==> src/rtl/cam_pkg.sv <==
// cam_pkg: definitions shared by the camera stream emulator and the capture
// path.
//   - MODE_* : test pattern select codes. Code 3 is reserved and is treated
//              as colour bars.
//   - RGB_*  : the eight RGB565 colour bar values, in left-to-right order.
//   - cam_state_e : frame sequencer states.
//   - bar_rgb() : bar index -> RGB565 value.
//   - cw(), imax() : helpers for sizing counters from parameters.
package cam_pkg;

    localparam logic [1:0] MODE_BARS  = 2'd0;
    localparam logic [1:0] MODE_SOLID = 2'd1;
    localparam logic [1:0] MODE_COUNT = 2'd2;

    localparam logic [15:0] RGB_WHITE   = 16'hFFFF;
    localparam logic [15:0] RGB_YELLOW  = 16'hFFE0;
    localparam logic [15:0] RGB_CYAN    = 16'h07FF;
    localparam logic [15:0] RGB_GREEN   = 16'h07E0;
    localparam logic [15:0] RGB_MAGENTA = 16'hF81F;
    localparam logic [15:0] RGB_RED     = 16'hF800;
    localparam logic [15:0] RGB_BLUE    = 16'h001F;
    localparam logic [15:0] RGB_BLACK   = 16'h0000;

    typedef enum logic [2:0] {
        ST_IDLE,
        ST_VSYNC,
        ST_VBACK,
        ST_ACTIVE,
        ST_VFRONT
    } cam_state_e;

    function automatic logic [15:0] bar_rgb(input logic [2:0] idx);
        case (idx)
            3'd0:    return RGB_WHITE;
            3'd1:    return RGB_YELLOW;
            3'd2:    return RGB_CYAN;
            3'd3:    return RGB_GREEN;
            3'd4:    return RGB_MAGENTA;
            3'd5:    return RGB_RED;
            3'd6:    return RGB_BLUE;
            default: return RGB_BLACK;
        endcase
    endfunction

    // Bits needed to count 0..n-1, never less than one.
    function automatic int cw(input int n);
        return (n > 1) ? $clog2(n) : 1;
    endfunction

    function automatic int imax(input int a, input int b);
        return (a > b) ? a : b;
    endfunction

endpackage

==> src/rtl/cam_pattern_gen.sv <==
// cam_pattern_gen: combinational RGB565 pixel value for the test patterns.
//   mode_i  [1:0]  pattern select (MODE_*), reserved code gives colour bars
//   color_i [15:0] solid-fill colour
//   x_i     [XW]   pixel column within the line
//   y_i     [YW]   line within the frame
//   bar_i   [2:0]  colour bar index for column x_i
//   pix_o   [15:0] RGB565 pixel
module cam_pattern_gen
    import cam_pkg::*;
#(
    parameter int XW = 8,
    parameter int YW = 7
) (
    input  logic [1:0]    mode_i,
    input  logic [15:0]   color_i,
    input  logic [XW-1:0] x_i,
    input  logic [YW-1:0] y_i,
    input  logic [2:0]    bar_i,
    output logic [15:0]   pix_o
);

    always_comb begin
        if (mode_i == MODE_SOLID) begin
            pix_o = color_i;
        end else if (mode_i == MODE_COUNT) begin
            // Coordinates zero-extended or truncated to one byte each.
            pix_o = {8'(y_i), 8'(x_i)};
        end else begin
            pix_o = bar_rgb(bar_i);
        end
    end

endmodule

==> src/rtl/cam_stream_tx.sv <==
// cam_stream_tx: emulates a parallel RGB565 camera output (VSYNC, HREF,
// pixel clock P, byte data D) carrying one of three test patterns.
//   clk        system clock
//   rst        asynchronous reset, active low
//   en         stream frames while high; low stops after the current frame
//   mode[1:0]  pattern select, latched at each frame start
//   color[15:0] solid colour, latched with mode
//   VSYNC      frame sync, high for V_SYNC line times
//   HREF       line valid, high for 2*H_ACTIVE P periods of each active line
//   P          pixel clock, clk/2, free running
//   D[7:0]     data byte, high byte of each pixel first, 00 outside HREF
//   busy       high from frame start to frame end
//   frame_done one-clk pulse at the end of each frame
// All stream outputs update only on the clk edge where P falls, so they are
// stable across every P rising edge.
module cam_stream_tx
    import cam_pkg::*;
#(
    parameter int H_ACTIVE = 160,
    parameter int V_ACTIVE = 120,
    parameter int H_BLANK  = 20,
    parameter int V_SYNC   = 3,
    parameter int V_BACK   = 17,
    parameter int V_FRONT  = 10
) (
    input  logic        clk,
    input  logic        rst,
    input  logic        en,
    input  logic [1:0]  mode,
    input  logic [15:0] color,
    output logic        VSYNC,
    output logic        HREF,
    output logic        P,
    output logic [7:0]  D,
    output logic        busy,
    output logic        frame_done
);

    localparam int LINE    = 2 * H_ACTIVE + H_BLANK;
    localparam int VMAX    = imax(imax(V_SYNC, V_BACK), imax(V_ACTIVE, V_FRONT));
    localparam int HW      = cw(LINE);
    localparam int VW      = cw(VMAX);
    localparam int XW      = cw(H_ACTIVE);
    localparam int YW      = cw(V_ACTIVE);
    localparam int BAR_PIX = (H_ACTIVE >= 8) ? H_ACTIVE / 8 : 1;

    cam_state_e      state_q, state_d;
    logic [HW-1:0]   hcnt_q, hcnt_d;   // P period within the line
    logic [VW-1:0]   vcnt_q, vcnt_d;   // line within the current state
    logic [1:0]      mode_q;
    logic [15:0]     color_q;
    logic            p_q, vsync_q, href_q, busy_q, done_q;
    logic [7:0]      d_q;

    logic            line_end, latch_d, frame_end_d, href_d;
    logic [VW-1:0]   last_line;
    logic [XW-1:0]   x_d;
    logic [YW-1:0]   y_d;
    logic [31:0]     bar_full;
    logic [2:0]      bar_d;
    logic [15:0]     pix_d;
    logic [7:0]      byte_d;

    always_comb begin
        case (state_q)
            ST_VSYNC:  last_line = VW'(V_SYNC - 1);
            ST_VBACK:  last_line = VW'(V_BACK - 1);
            ST_ACTIVE: last_line = VW'(V_ACTIVE - 1);
            ST_VFRONT: last_line = VW'(V_FRONT - 1);
            default:   last_line = '0;
        endcase
    end

    // Sequencer next state for the coming P period. Only consumed on fall
    // edges of P.
    always_comb begin
        state_d     = state_q;
        hcnt_d      = hcnt_q;
        vcnt_d      = vcnt_q;
        latch_d     = 1'b0;
        frame_end_d = 1'b0;
        line_end    = (hcnt_q == HW'(LINE - 1));
        if (state_q == ST_IDLE) begin
            if (en) begin
                state_d = ST_VSYNC;
                latch_d = 1'b1;
            end
        end else begin
            hcnt_d = line_end ? '0 : hcnt_q + 1'b1;
            if (line_end) begin
                if (vcnt_q == last_line) begin
                    vcnt_d = '0;
                    case (state_q)
                        ST_VSYNC:  state_d = ST_VBACK;
                        ST_VBACK:  state_d = ST_ACTIVE;
                        ST_ACTIVE: state_d = ST_VFRONT;
                        default: begin
                            frame_end_d = 1'b1;
                            latch_d     = en;
                            state_d     = en ? ST_VSYNC : ST_IDLE;
                        end
                    endcase
                end else begin
                    vcnt_d = vcnt_q + 1'b1;
                end
            end
        end
    end

    // Pixel for the coming period is computed from the next-state counters,
    // so the registered D byte lines up with HREF with no extra delay.
    always_comb begin
        href_d   = (state_d == ST_ACTIVE) &&
                   ({1'b0, hcnt_d} < (HW + 1)'(2 * H_ACTIVE));
        x_d      = XW'(hcnt_d >> 1);
        y_d      = YW'(vcnt_d);
        bar_full = 32'(x_d) / 32'(BAR_PIX);
        // Columns past the last full bar stay in bar 7.
        bar_d    = (bar_full > 32'd7) ? 3'd7 : 3'(bar_full);
    end

    cam_pattern_gen #(
        .XW(XW),
        .YW(YW)
    ) u_pattern (
        .mode_i  (mode_q),
        .color_i (color_q),
        .x_i     (x_d),
        .y_i     (y_d),
        .bar_i   (bar_d),
        .pix_o   (pix_d)
    );

    assign byte_d = hcnt_d[0] ? pix_d[7:0] : pix_d[15:8];

    always_ff @(posedge clk or negedge rst) begin
        if (!rst) begin
            state_q <= ST_IDLE;
            hcnt_q  <= '0;
            vcnt_q  <= '0;
            mode_q  <= '0;
            color_q <= '0;
            p_q     <= 1'b0;
            vsync_q <= 1'b0;
            href_q  <= 1'b0;
            d_q     <= 8'h00;
            busy_q  <= 1'b0;
            done_q  <= 1'b0;
        end else begin
            p_q    <= ~p_q;
            done_q <= 1'b0;
            // p_q high here means P falls on this edge.
            if (p_q) begin
                state_q <= state_d;
                hcnt_q  <= hcnt_d;
                vcnt_q  <= vcnt_d;
                if (latch_d) begin
                    mode_q  <= mode;
                    color_q <= color;
                end
                vsync_q <= (state_d == ST_VSYNC);
                href_q  <= href_d;
                d_q     <= href_d ? byte_d : 8'h00;
                busy_q  <= (state_d != ST_IDLE);
                done_q  <= frame_end_d;
            end
        end
    end

    assign VSYNC      = vsync_q;
    assign HREF       = href_q;
    assign P          = p_q;
    assign D          = d_q;
    assign busy       = busy_q;
    assign frame_done = done_q;

endmodule

==> config.mk <==
export PLATFORM = sky130hd
export DESIGN_NAME = cam_stream_tx
export DESIGN_NICKNAME = d
export VERILOG_FILES = /design/src/rtl/cam_pkg.sv /design/src/rtl/cam_pattern_gen.sv /design/src/rtl/cam_stream_tx.sv
export SDC_FILE = /design/constraint.sdc
export NUM_CORES = 1
export LEC_CHECK = 0
export ABC_AREA = 1
export CORE_ASPECT_RATIO = 1.5
export CORE_UTILIZATION = 45
export CTS_CLUSTER_SIZE = 12
export DETAILED_ROUTE_END_ITERATION = 16
export PLACE_DENSITY = 0.72
export SYNTH_ARGS = -nofsm -noshare
export SYNTH_HDL_FRONTEND = slang
export SYNTH_SLANG_ARGS = --single-unit
==> constraint.sdc <==
create_clock -name clk -period 8.4 [get_ports clk]
set_input_delay 1.26 -clock clk [delete_from_list [all_inputs] [get_ports clk]]
set_output_delay 1.26 -clock clk [all_outputs]
set_load 0.03 [all_outputs]
After elaboration in Yosys (flattened, before gate mapping) --
Index checks and enable logic that the tools add are counted.
Word-level totals: input port bits 21, bits in registers 50, output and inout port bits 13, word-level logic and storage cells 67
Operators by class: $lt $le $gt $ge 2, reductions and logical operators 6, add/sub/neg operators 2, multiplexer cells 28, bitwise operators 1, eq/ne operators 16, divide/modulo/power cells 1
Operators by type and width (number):
- one-hot mux 16 bit (7 select lines) | 1
- divider 8 x 5 -> 32 bit, second input constant | 1
- greater-than comparator 32 x 3 -> 1 bit, second input constant | 1
- 2-to-1 mux 16 bit | 2
- one-hot mux 7 bit (4 select lines) | 1
- 2-to-1 mux 7 bit | 3
- 2-to-1 mux 9 bit | 2
- 2-to-1 mux 8 bit | 2
- equality test 3 x 2 -> 1 bit, second input constant | 5
- 2-to-1 mux 3 bit | 5
- equality test 3 bit, second input constant | 4
- 2-to-1 mux 1 bit | 11
- adder 9 x 1 -> 9 bit, second input constant | 1
- equality test 3 x 1 -> 1 bit, second input constant | 3
- equality test 9 bit, second input constant | 1
- less-than comparator 9 bit, second input constant | 1
- one-hot mux 3 bit (3 select lines) | 1
- adder 7 x 1 -> 7 bit, second input constant | 1
- equality test 7 bit | 1
- logical NOT 3 bit | 2
- nonzero test 3 bit | 1
- OR reduction 3 bit | 1
- equality test 2 x 1 -> 1 bit, second input constant | 1
- equality test 2 bit, second input constant | 1
- other kinds (3) | 3

Longest topological paths before layout --
Gate-level depths: netlist of run 1.
depth in word-level cells 12, depth in mapped cells 25, depth with buffers taken out 25

Cells and area by module --
Synthesis of run 1 repeated with hierarchy kept, for this count alone.
Second synthesis, totals: cells, all modules 437, area total of the unflattened synthesis 3368.2 um^2
By module, submodules not included:
- cam_stream_tx | cells each 345, area an instance 2955.3 um^2, instances 1, sequential area each 1251.2 um^2
- cam_pattern_gen | cells each 92, area an instance 412.9 um^2, instances 1, sequential area each 0.0 um^2

Worst setup path after synthesis of run 1 --
Ideal clock, no wire load.
path kind register to register, from register hcnt_q[0], to register d_q[3] (netlist: D[3]), period minus slack after synthesis 2739 ps, setup time 117 ps, path buffers 0, path slack 5661 ps, data arrival time 2623 ps, stages on the path, launching flop included 23, required time 8283 ps, cell sequence dfrtp_1 ha_1 nand2_1 nor2_1 nand3_2 nand3_2 nand2_4 ha_1 inv_1 a31oi_1 inv_1 nand3_1 nand3_1 nand2_2 nand4_1 nand2_1 nand2_1 nand4_1 nand2_2 nand2_1 nand2_1 nand2_1 nand2_1
On the way: longest elaborated chain between the ends 12, elaborated cells on any way between the ends 26, those cells by class add/sub (1); div (1); order compare (2); eq/ne (8); mux (12); reduce/logical (2)
Ends and longest elaborated chain:
- start, declared | RTL line cam_stream_tx.sv:48 | logic [HW-1:0] hcnt_q, hcnt_d;
- start signal, assigned | RTL line cam_stream_tx.sv:155 | hcnt_q <= hcnt_d;
- adder 9 x 1 -> 9 bit or equality test 9 bit (tied branches) | RTL line cam_stream_tx.sv:89, cam_stream_tx.sv:82
- 2-to-1 mux 9 bit | RTL line cam_stream_tx.sv:89 | hcnt_d = line_end ? '0 : hcnt_q + 1'b1;
- 2-to-1 mux 9 bit | RTL line cam_stream_tx.sv:83 | if (state_q == ST_IDLE) begin
- divider 8 x 5 -> 32 bit | RTL line cam_stream_tx.sv:117 | bar_full = 32'(x_d) / 32'(BAR_PIX);
- greater-than comparator 32 x 3 -> 1 bit | RTL line cam_stream_tx.sv:119 | bar_d = (bar_full > 32'd7) ? 3'd7 : 3'(bar_full);
- 2-to-1 mux 3 bit | RTL line cam_stream_tx.sv:119
- equality test 3 bit, or another cell as far along | RTL line cam_pkg.sv:33 | case (idx)
- one-hot mux 16 bit (7 select lines) | RTL line cam_pkg.sv:33
- 2-to-1 mux 16 bit | RTL line cam_pattern_gen.sv:25 | end else if (mode_i == MODE_COUNT) begin
- 2-to-1 mux 16 bit | RTL line cam_pattern_gen.sv:23 | if (mode_i == MODE_SOLID) begin
- 2-to-1 mux 8 bit | RTL line cam_stream_tx.sv:134 | assign byte_d = hcnt_d[0] ? pix_d[7:0] : pix_d[15:8];
- 2-to-1 mux 8 bit (*) | RTL line cam_stream_tx.sv:163 | d_q <= href_d ? byte_d : 8'h00;
- end signal, assigned | RTL line cam_stream_tx.sv:163
- end, declared | RTL line cam_stream_tx.sv:53 | logic [7:0] d_q;
Mark *: on every way between the ends. The rest lies on a longest branch, timed or not. A chain may end at the register's enable or synchronous reset.

Worst setup path after layout of run 1 --
from register hcnt_q[0], to register d_q[5] (netlist: D[5])
The elaborated chain is that of the path after synthesis.

==> reports/metrics.cfg, run 1 <==
[clock_tree]
cts_buffer_depth=2
cts_resized=0
cts_sinks=50
holdBufCountCts=0
clk_pin_slew_worst_paths_ps=100
clockRootBuffer=clkbuf_8
cts_setup_buffers=0
htree_levels=2
clk_latency_ps=320
cts_tree=yes
cts_buffers=5

[grt]
grt.overflow.total=0
grt_pass1_vias=2737
antenna_found_initial=0
grt_max_degree=51
grt_first_pass_wirelength_mm=12.7
track_usage_pct=21.7

[floorplanning]
core_um2=6810
floorplan.initialDensity_pct=46.4
die_h_um=105
num_io_pins=34
dieWidth_um=70.4
die_area_um2=7360
rows=37

[synth]
ys_seq_elements=50
netlist.area_leader.share_pct=39.7
synth_edf_count=0
yosys.area.top_type=dfrtp_1
yosysMostFrequentCell=nand2_1
syn_inst=426
synth-main-ff-cell=dfrtp_1
synthDistinctLibCells=38
synth_commonest_cells=nand2_1, dfrtp_1, inv_1
synth_area_leaders=dfrtp_1, nand2_1, mux2_2, inv_1, nor2_1
avgSynthCellArea_um2=7.41
yosys_warnings=0
netlist_area_um2=3160
seq_area_frac_synth_pct=39.7
syn-num-nets=450
ys_async_sr_fraction_pct=100

[drt]
routedWlPerCell_um=14.4
viasPerCell=5.43
first_iter_violations=190
route.vias.total=2909
routed_wl_mm=7.73
drt_pass1_iterations=4
drc=0
drtAntennaViolNets=0

[timing]
timing.setup.tns_ps=0
hold_violations=0
max_freq_ghz=0.308
worstMarginPinSlew_ps=1240
fin_worst_skew_ps=17.0
post-route-period-util_pct=38.6
period_needed_ps=3240
slew_viol_final=0
rsz0062_at_grt=false
slew_headroom_pct=17.3
setup_viol_count_final=0

[critical_path]
r2r_start=hcnt_q[0]
reg2reg_depth=22
critPathLaunch=hcnt_q[0]
path_delay_family=simple AND/OR/NAND/NOR gates
r2r_slack_ps=5160
reg2reg_to=D[5]
cpMostUsedCell=nand2_1
cp-end-kind=flip-flop
cp_slowest_cell=dfrtp_1
worstPathRequired_ps=8620
worstSetupPathType=flip-flop to flip-flop
max_stage_delay_ps=430
cp_max_fo=7
endpoint=D[5]
critical_path.cell_chain=ha_1 -> nand2_1 -> nor2_1 -> nand3_2 -> nand3_2 -> nand2_4 -> ha_1 -> inv_1 -> a31oi_1 -> inv_1 -> nand2_1 -> nand2_1 -> nand2_2 -> nand2_2 -> nand4_1 -> nand2_1 -> inv_2 -> o21ai_1 -> o21ai_1 -> nand2_1 -> nand2_1 -> nand2_1
critPathLaunchType=flip-flop
crit_cells=22
cp.arrival_ps=3460
worst-path-buf-inv=3

[placement]
dpl_cell_area_um2=3550
gp_congestion=0.941
dp_hpwl_mm=5.75
placed_cells=528
port_buffers=33

[run_status]
status=completed

[finish]
antenna_cells=0
drive_gt1_share_pct=13.3
nNetsFinal=481
area_growth_pct=16.2
fill_cells=655
fin_area_um2=3670
stdcell_count=536

[power]
ir_worst_vdd_uv=145
p_per_area_nw_per_um2=120
leakagePower_nw=1.85

[job]
drv_cap=0

[min_path]
holdPathStages=2
hold_path_class=flip-flop to flip-flop

state kept, by name (all words and copies together), names as in the netlist:
| signal | flops |
|---|---|
| D | 8 |
| HREF | 1 |
| P | 1 |
| VSYNC | 1 |
| busy | 1 |
| color_q | 16 |
| frame_done | 1 |
| hcnt_q | 9 |
| mode_q | 2 |
| state_q | 3 |
| vcnt_q | 7 |
logic make-up after synthesis:
family / share of synthesized area (%)
XOR/XNOR: 1.39
multiplexers: 6.07
AND/OR/NAND/NOR: 31.6
AO/OA/AOI/OAI: 13.2
flip-flops: 39.7
adder cells (fa/ha/maj): 1.19
buffers and inverters: 6.98
per-layer routing:
layer | GRT usage, % | routed length [um] | vias to the layer above
met5 | 0 | 0 | -
met4 | 9.43 | 222 | 0
met3 | 4.05 | 305 | 19
met2 | 40.2 | 4070 | 68
met1 | 23.4 | 3130 | 1373
li1 | - | - | 1449
tightest hold or removal path: stages (launching register included):
cell,delay (ps)
dfrtp_1,350
nand2_1,50
nand2_1,60
area by class of cell:
cell class | instances | area (um2) | area share, %
Multi-Input combinational cell | 318 | 1680 | 45.9
Sequential cell | 50 | 1250 | 34.1
Timing Repair Buffer | 34 | 333 | 9.08
Inverter | 48 | 180 | 4.91
Tap cell | 78 | 97.6 | 2.66
Clock buffer | 6 | 82.6 | 2.25
Clock inverter | 2 | 38.8 | 1.06
metrics by stage:
stage	hold slack [ps]	power, W	setup slack, ps	utilization (%)
CTS	494	0.000444	5180	53.9
finish	486	0.000440	5160	53.9
detailed placement	465	0.000260	5200	52.1
global route	521	0.000454	4860	53.9
floorplan	474	0.000245	5660	-
global placement	463	0.000260	5290	52.1
power breakdown:
part | switching, W | leakage [nW] | internal [W]
logic | 0.00000604 | 1.12 | 0.00000818
registers | 0 | 0.663 | 0.000240
clock network | 0.0000872 | 0.0618 | 0.0000981
total | 0.0000933 | 1.85 | 0.000347
worst min path at each step:
| stage | from | endpoint | slack, ps |
|---|---|---|---|
| 2_1_floorplan | color_q[15] | color_q[15] | 470 |
| 3_3_place_gp | D[7] | D[7] | 460 |
| 3_5_place_dp | D[2] | D[2] | 470 |
| 4_1_cts | D[1] | D[1] | 490 |
| 5_1_grt | color_q[10] | color_q[10] | 520 |
| 6_report | D[1] | D[1] | 490 |
cells in the final DEF, fill, tap and decap left out, types with 2 or more instances in the layout:
master,n
nand2_1,120
dfrtp_1,50
inv_1,40
nor2_1,39
clkdlybuf4s50_1,32
o21ai_0,29
a21oi_1,24
nand3_1,23
mux2_2,17
inv_2,8
nand2_2,7
o21ai_1,6
clkbuf_8,6
nor2_2,5
nand2_4,5
xor2_1,5
nor3_1,5
nand4_1,5
ha_1,3
nand3b_1,2
nand3_2,2
o211ai_1,2
a31oi_1,2
o21bai_1,2
a211oi_1,2
Note: power is estimated with default switching activity, not from simulation.
==> inputs of run 2 (changes only) <==
clock period = 3.25 ns   (was 8.4 ns; I/O delays follow)
==> reports/metrics.cfg, run 2 (synthesis results as in run 1) <==
[floorplanning]
die_h_um=105  ; unchanged
floorplan.initialDensity_pct=46.4  ; unchanged
num_io_pins=34  ; unchanged
core_um2=6810  ; unchanged
dieWidth_um=70.4  ; unchanged
rows=37  ; unchanged
die_area_um2=7360  ; unchanged

[power]
p_seq_share_pct=58.6  ; +4.0 points
swShare_pct=22.9  ; +1.7 points
power.share.combinational_pct=3.5  ; +0.3 points
clock_power_share_pct=38.0  ; -4.1 points
internal_power_w=0.000818  ; +140%
switchingPower_w=0.000243  ; +160%
leakagePower_nw=1.87  ; +1.1%
p_per_area_nw_per_um2=282  ; +140%
ir_worst_vdd_uv=284  ; +96%

[critical_path]
max_stage_delay_ps=470  ; +40 ps
worstPathRequired_ps=3500  ; -5120 ps
path_delay_family=simple AND/OR/NAND/NOR gates
reg2reg_to=D[6]
r2r_slack_ps=220  ; -4940 ps
cp_max_fo=6  ; -1
cp.arrival_ps=3280  ; -180 ps
cp_slowest_cell=dfrtp_2
reg2reg_depth=23  ; +4.5%
cp-end-kind=flip-flop
r2r_start=state_q[1]
worstSetupPathType=flip-flop to flip-flop
critical_path.cell_chain=inv_2 -> nand2_1 -> nor2_2 -> nor2_2 -> nand3_1 -> nand2_2 -> nand2_4 -> ha_1 -> inv_1 -> a31oi_2 -> a21oi_1 -> nor2_1 -> nor2_2 -> nand2_1 -> inv_1 -> nand4_1 -> nand2_2 -> inv_2 -> o21ai_1 -> o21ai_1 -> nand2_1 -> nand2_1 -> nand2_1
critPathLaunchType=flip-flop
cpMostUsedCell=nand2_1
worst-path-buf-inv=4  ; +1

[drt]
first_iter_violations=207  ; +8.9%
routedWlPerCell_um=14.7  ; +1.9%
drc=0  ; unchanged
drt_pass1_iterations=4  ; unchanged
route.vias.total=2947  ; +1.3%
routed_wl_mm=7.99  ; +3.4%
viasPerCell=5.42  ; -0.18%
drtAntennaViolNets=0  ; unchanged

[placement]
placed_cells=532  ; +0.76%
dp_hpwl_mm=6.02  ; +4.7%
gp_congestion=0.886  ; -5.9%
port_buffers=33  ; unchanged

[finish]
largest_reg_flops=16  ; unchanged
drive_gt1_share_pct=16.5  ; +3.2 points
final_cell_mix=nand2_1, dfrtp_1, inv_1
antenna_cells=0  ; unchanged
regMostFlops=color_q
area_growth_pct=19.3
fill_cells=631  ; -3.7%
nNetsFinal=489  ; +1.7%
final_common_cell=nand2_1
stdcell_count=544  ; +1.5%

[grt]
grt.overflow.total=0  ; unchanged
grt_max_degree=37  ; -27%
antenna_found_initial=0  ; unchanged
track_usage_pct=22.4  ; +0.64 points
grt_pass1_vias=2860  ; +4.5%
grt_first_pass_wirelength_mm=13.2  ; +3.8%

[clock_tree]
cts_sinks=50  ; unchanged
clk_pin_slew_worst_paths_ps=100  ; about the same
holdBufCountCts=0  ; unchanged
clockRootBuffer=clkbuf_8
cts_buffer_depth=2  ; unchanged
cts_buffers=5  ; unchanged
cts_tree=yes
htree_levels=2  ; unchanged
clk_latency_ps=320  ; about the same

[timing]
slew_viol_final=0  ; unchanged
fin_worst_skew_ps=14.5  ; -2.43 ps
period_needed_ps=3030  ; -212 ps
timing.setup.tns_ps=0  ; unchanged
max_freq_ghz=0.330  ; +7.0%
slew_headroom_pct=48.2  ; +31 points
hold_violations=0  ; unchanged
worstMarginPinSlew_ps=777  ; -464 ps
post-route-period-util_pct=93.3  ; +55 points
setup_viol_count_final=0  ; unchanged

[job]
drv_cap=0  ; unchanged

[run_status]
status=completed

[min_path]
hold_path_class=input port to async pin

-- run 2: power by group through the flow --
| stage | combinational (W) | clock, W | sequential, W |
|---|---|---|---|
| 4_1_cts | 0.0000380 | 0.000411 | 0.000622 |
| 3_3_place_gp | 0.0000374 | 0 | 0.000634 |
| 2_1_floorplan | 0.000000244 | 0 | 0.000634 |
| 6_report | 0.0000366 | 0.000403 | 0.000622 |
| 3_5_place_dp | 0.0000382 | 0 | 0.000634 |
| 5_1_grt | 0.0000412 | 0.000434 | 0.000622 |
-- run 2: what timing repair did --
action | CTS | global route
buffers inserted | 0 | 4
setup endpoints to repair | 0 | 8
resized for setup | 0 | 13
-- run 2: layer usage --
layer  track usage [%]  share of wire (%)  wire, um  vias up
met3              4.05                3.5       278       22
li1                  -                  -         -     1460
met4              9.00                2.6       211        0
met5                 0                  0         0        -
met2              40.5                 54      4320       70
met1              25.4                 40      3180     1395
-- run 2: final cells by class --
| class | count | area, um2 | share of cell area [%] |
|---|---|---|---|
| multi-input cells | 318 | 1740 | 46.2 |
| flip-flops and latches | 50 | 1250 | 33.3 |
| repair buffers | 42 | 393 | 10.4 |
| inverters | 48 | 180 | 4.79 |
| well taps | 78 | 97.6 | 2.59 |
| clock buffers | 6 | 82.6 | 2.19 |
| clock inverters | 2 | 16.3 | 0.432 |
-- run 2: worst max-delay path by stage --
stage | cells after the start | to | slack [ps] | startpoint
2_1_floorplan | 22 | D[3] | 510 | hcnt_q[0]
3_3_place_gp | 22 | D[5] | 180 | hcnt_q[0]
3_5_place_dp | 22 | D[5] | 70 | hcnt_q[0]
4_1_cts | 22 | D[5] | 50 | hcnt_q[0]
5_1_grt | 25 | D[2] | -10 | state_q[1]
6_report | 23 | D[6] | 220 | state_q[1]
-- run 2: metrics by stage --
stage | hold slack (ps) | worst slack [ps] | total power (W) | cell area (um2) | util [%]
after CTS | 264 | 54.6 | 0.00107 | 3670 | 54.0
after global routing | 302 | -14.2 | 0.00110 | 3760 | 55.3
after detailed placement | 464 | 74.1 | 0.000672 | 3580 | 52.5
after global placement | 466 | 183 | 0.000671 | 3580 | 52.5
after floorplan | 192 | 511 | 0.000634 | 3160 | -
final | 237 | 219 | 0.00106 | 3760 | 55.3
==> inputs of run 3 (changes only) <==
clock period = 3.43 ns   (was 3.25 ns; I/O delays follow)
==> reports/metrics.cfg, run 3 (synthesis results as in run 1) <==
[run_status]
status=completed

[drt]
first_iter_violations=209  ; +0.97%
drt_pass1_iterations=4  ; unchanged
routedWlPerCell_um=14.5  ; -1.2%
viasPerCell=5.42  ; about the same
routed_wl_mm=7.89  ; -1.2%
drtAntennaViolNets=0  ; unchanged
route.vias.total=2948  ; +0.034%
drc=0  ; unchanged

[timing]
max_freq_ghz=0.317  ; -3.8%
post-route-period-util_pct=91.9  ; -1.4 points
setup_viol_count_final=0  ; unchanged
hold_violations=0  ; unchanged
worstMarginPinSlew_ps=732  ; -44.9 ps
fin_worst_skew_ps=13.5  ; -1.03 ps
slew_headroom_pct=51.2  ; +3.0 points
period_needed_ps=3150  ; +119 ps
slew_viol_final=0  ; unchanged

[power]
p_per_area_nw_per_um2=287  ; +1.7%
total_power_w=0.00108  ; +1.5%
leakagePower_nw=1.89  ; +0.88%
ir_worst_vdd_uv=261  ; -8.2%

[placement]
gp_congestion=0.885  ; about the same
dpl_cell_area_um2=3570  ; -0.21%
port_buffers=33  ; unchanged
dp_hpwl_mm=5.95  ; -1.2%

[critical_path]
worstPathRequired_ps=3650  ; +150 ps
cp-end-kind=flip-flop
worstSetupPathType=flip-flop to flip-flop
reg2reg_depth=22  ; -4.3%
critPathLaunchType=flip-flop
cp_max_fo=6  ; unchanged
reg2reg_to=D[5]
r2r_start=hcnt_q[1]
r2r_slack_ps=280  ; +60 ps
cp.arrival_ps=3370  ; +90 ps

[finish]
regMostFlops=color_q
area_growth_pct=19.0
final_common_cell=nand2_1
antenna_cells=0  ; unchanged
fin_area_um2=3750  ; -0.27%
largest_reg_flops=16  ; unchanged
drive_gt1_share_pct=15.5  ; -1.1 points
nNetsFinal=489  ; unchanged
final_cell_mix=nand2_1, dfrtp_1, inv_1

[clock_tree]
cts_buffers=5  ; unchanged
clk_pin_slew_worst_paths_ps=100  ; about the same
clk_latency_ps=320  ; about the same
cts_sinks=50  ; unchanged
cts_buffer_depth=2  ; unchanged
cts_tree=yes
clockRootBuffer=clkbuf_8
htree_levels=2  ; unchanged

[grt]
antenna_found_initial=0  ; unchanged
track_usage_pct=21.8  ; -0.60 points
grt_first_pass_wirelength_mm=12.9  ; -2.1%
grt.overflow.total=0  ; unchanged
grt_max_degree=34  ; -8.1%
grt_pass1_vias=2890  ; +1.0%

[floorplanning]
num_io_pins=34  ; unchanged
die_area_um2=7360  ; unchanged
floorplan.initialDensity_pct=46.4  ; unchanged
die_h_um=105  ; unchanged
rows=37  ; unchanged
core_um2=6810  ; unchanged
dieWidth_um=70.4  ; unchanged

[job]
drv_cap=0  ; unchanged

[min_path]
hold_path_class=input port to async pin

[run 3: what timing repair did]
action | 4_1_cts | 5_1_grt
gates resized for setup | 0 | 5
buffers inserted | 0 | 5
hold buffers | 0 | 0
endpoints found under the setup margin | 0 | 8
[run 3: critical path, stage by stage, from the launching register on]
cell,delay (ps)
dfrtp_1,410
ha_2,230
nand2_1,60
nor2_1,170
nand3_2,190
nand3_4,170
nand2_4,90
ha_1,280
inv_1,70
a31oi_2,250
a21oi_1,110
nor2_1,160
nor2_2,70
nand2_1,80
inv_1,50
nand4_1,110
nand2_1,130
inv_2,80
o21ai_1,50
o21ai_1,100
nand2_1,80
nand2_1,80
nand2_1,50
[run 3: metal layers]
layer	part of all wire (%)	wire, um	GRT usage (%)	up-vias
li1	-	-	-	1466
met1	41	3210	25.3	1391
met2	53	4200	38.8	71
met3	2.9	230	3.18	20
met4	3.2	249	9.71	0
met5	0	0	0	-
[run 3: how the worst max path moves through the flow]
stage / start / end / slack (ps) / cells past startpoint
floorplan: hcnt_q[0] / D[3] / 690 / 22
CTS: hcnt_q[1] / D[5] / 220 / 22
global placement: hcnt_q[0] / D[5] / 320 / 22
finish: hcnt_q[1] / D[5] / 280 / 22
global route: hcnt_q[1] / D[5] / -20 / 22
detailed placement: hcnt_q[0] / D[5] / 220 / 22
[run 3: power breakdown]
part / internal, W / total (W) / switching, W
sequential: 0.000589 / 0.000589 / 0
clock: 0.000240 / 0.000453 / 0.000213
combinational: 0.0000200 / 0.0000348 / 0.0000148
total: 0.000849 / 0.00108 / 0.000228
[run 3: final cells by class]
| class | instances | area [um2] |
|---|---|---|
| Inverter | 48 | 180 |
| Multi-Input combinational cell | 318 | 1710 |
| Fill cell | 655 | 3050 |
| Clock buffer | 6 | 82.6 |
| Sequential cell | 50 | 1250 |
| Clock inverter | 2 | 38.8 |
| Tap cell | 78 | 97.6 |
| Timing Repair Buffer | 42 | 393 |
[run 3: stage by stage]
step	util [%]	worst slack [ps]	hold WS, ps	cells	TNS, ps
final	55.2	279	245	544	0
after global routing	55.2	-16.4	309	544	-16.4
after CTS	54.2	215	261	539	0
after detailed placement	52.4	220	469	531	0
after global placement	52.4	325	465	531	0
after floorplan	-	691	219	426	0
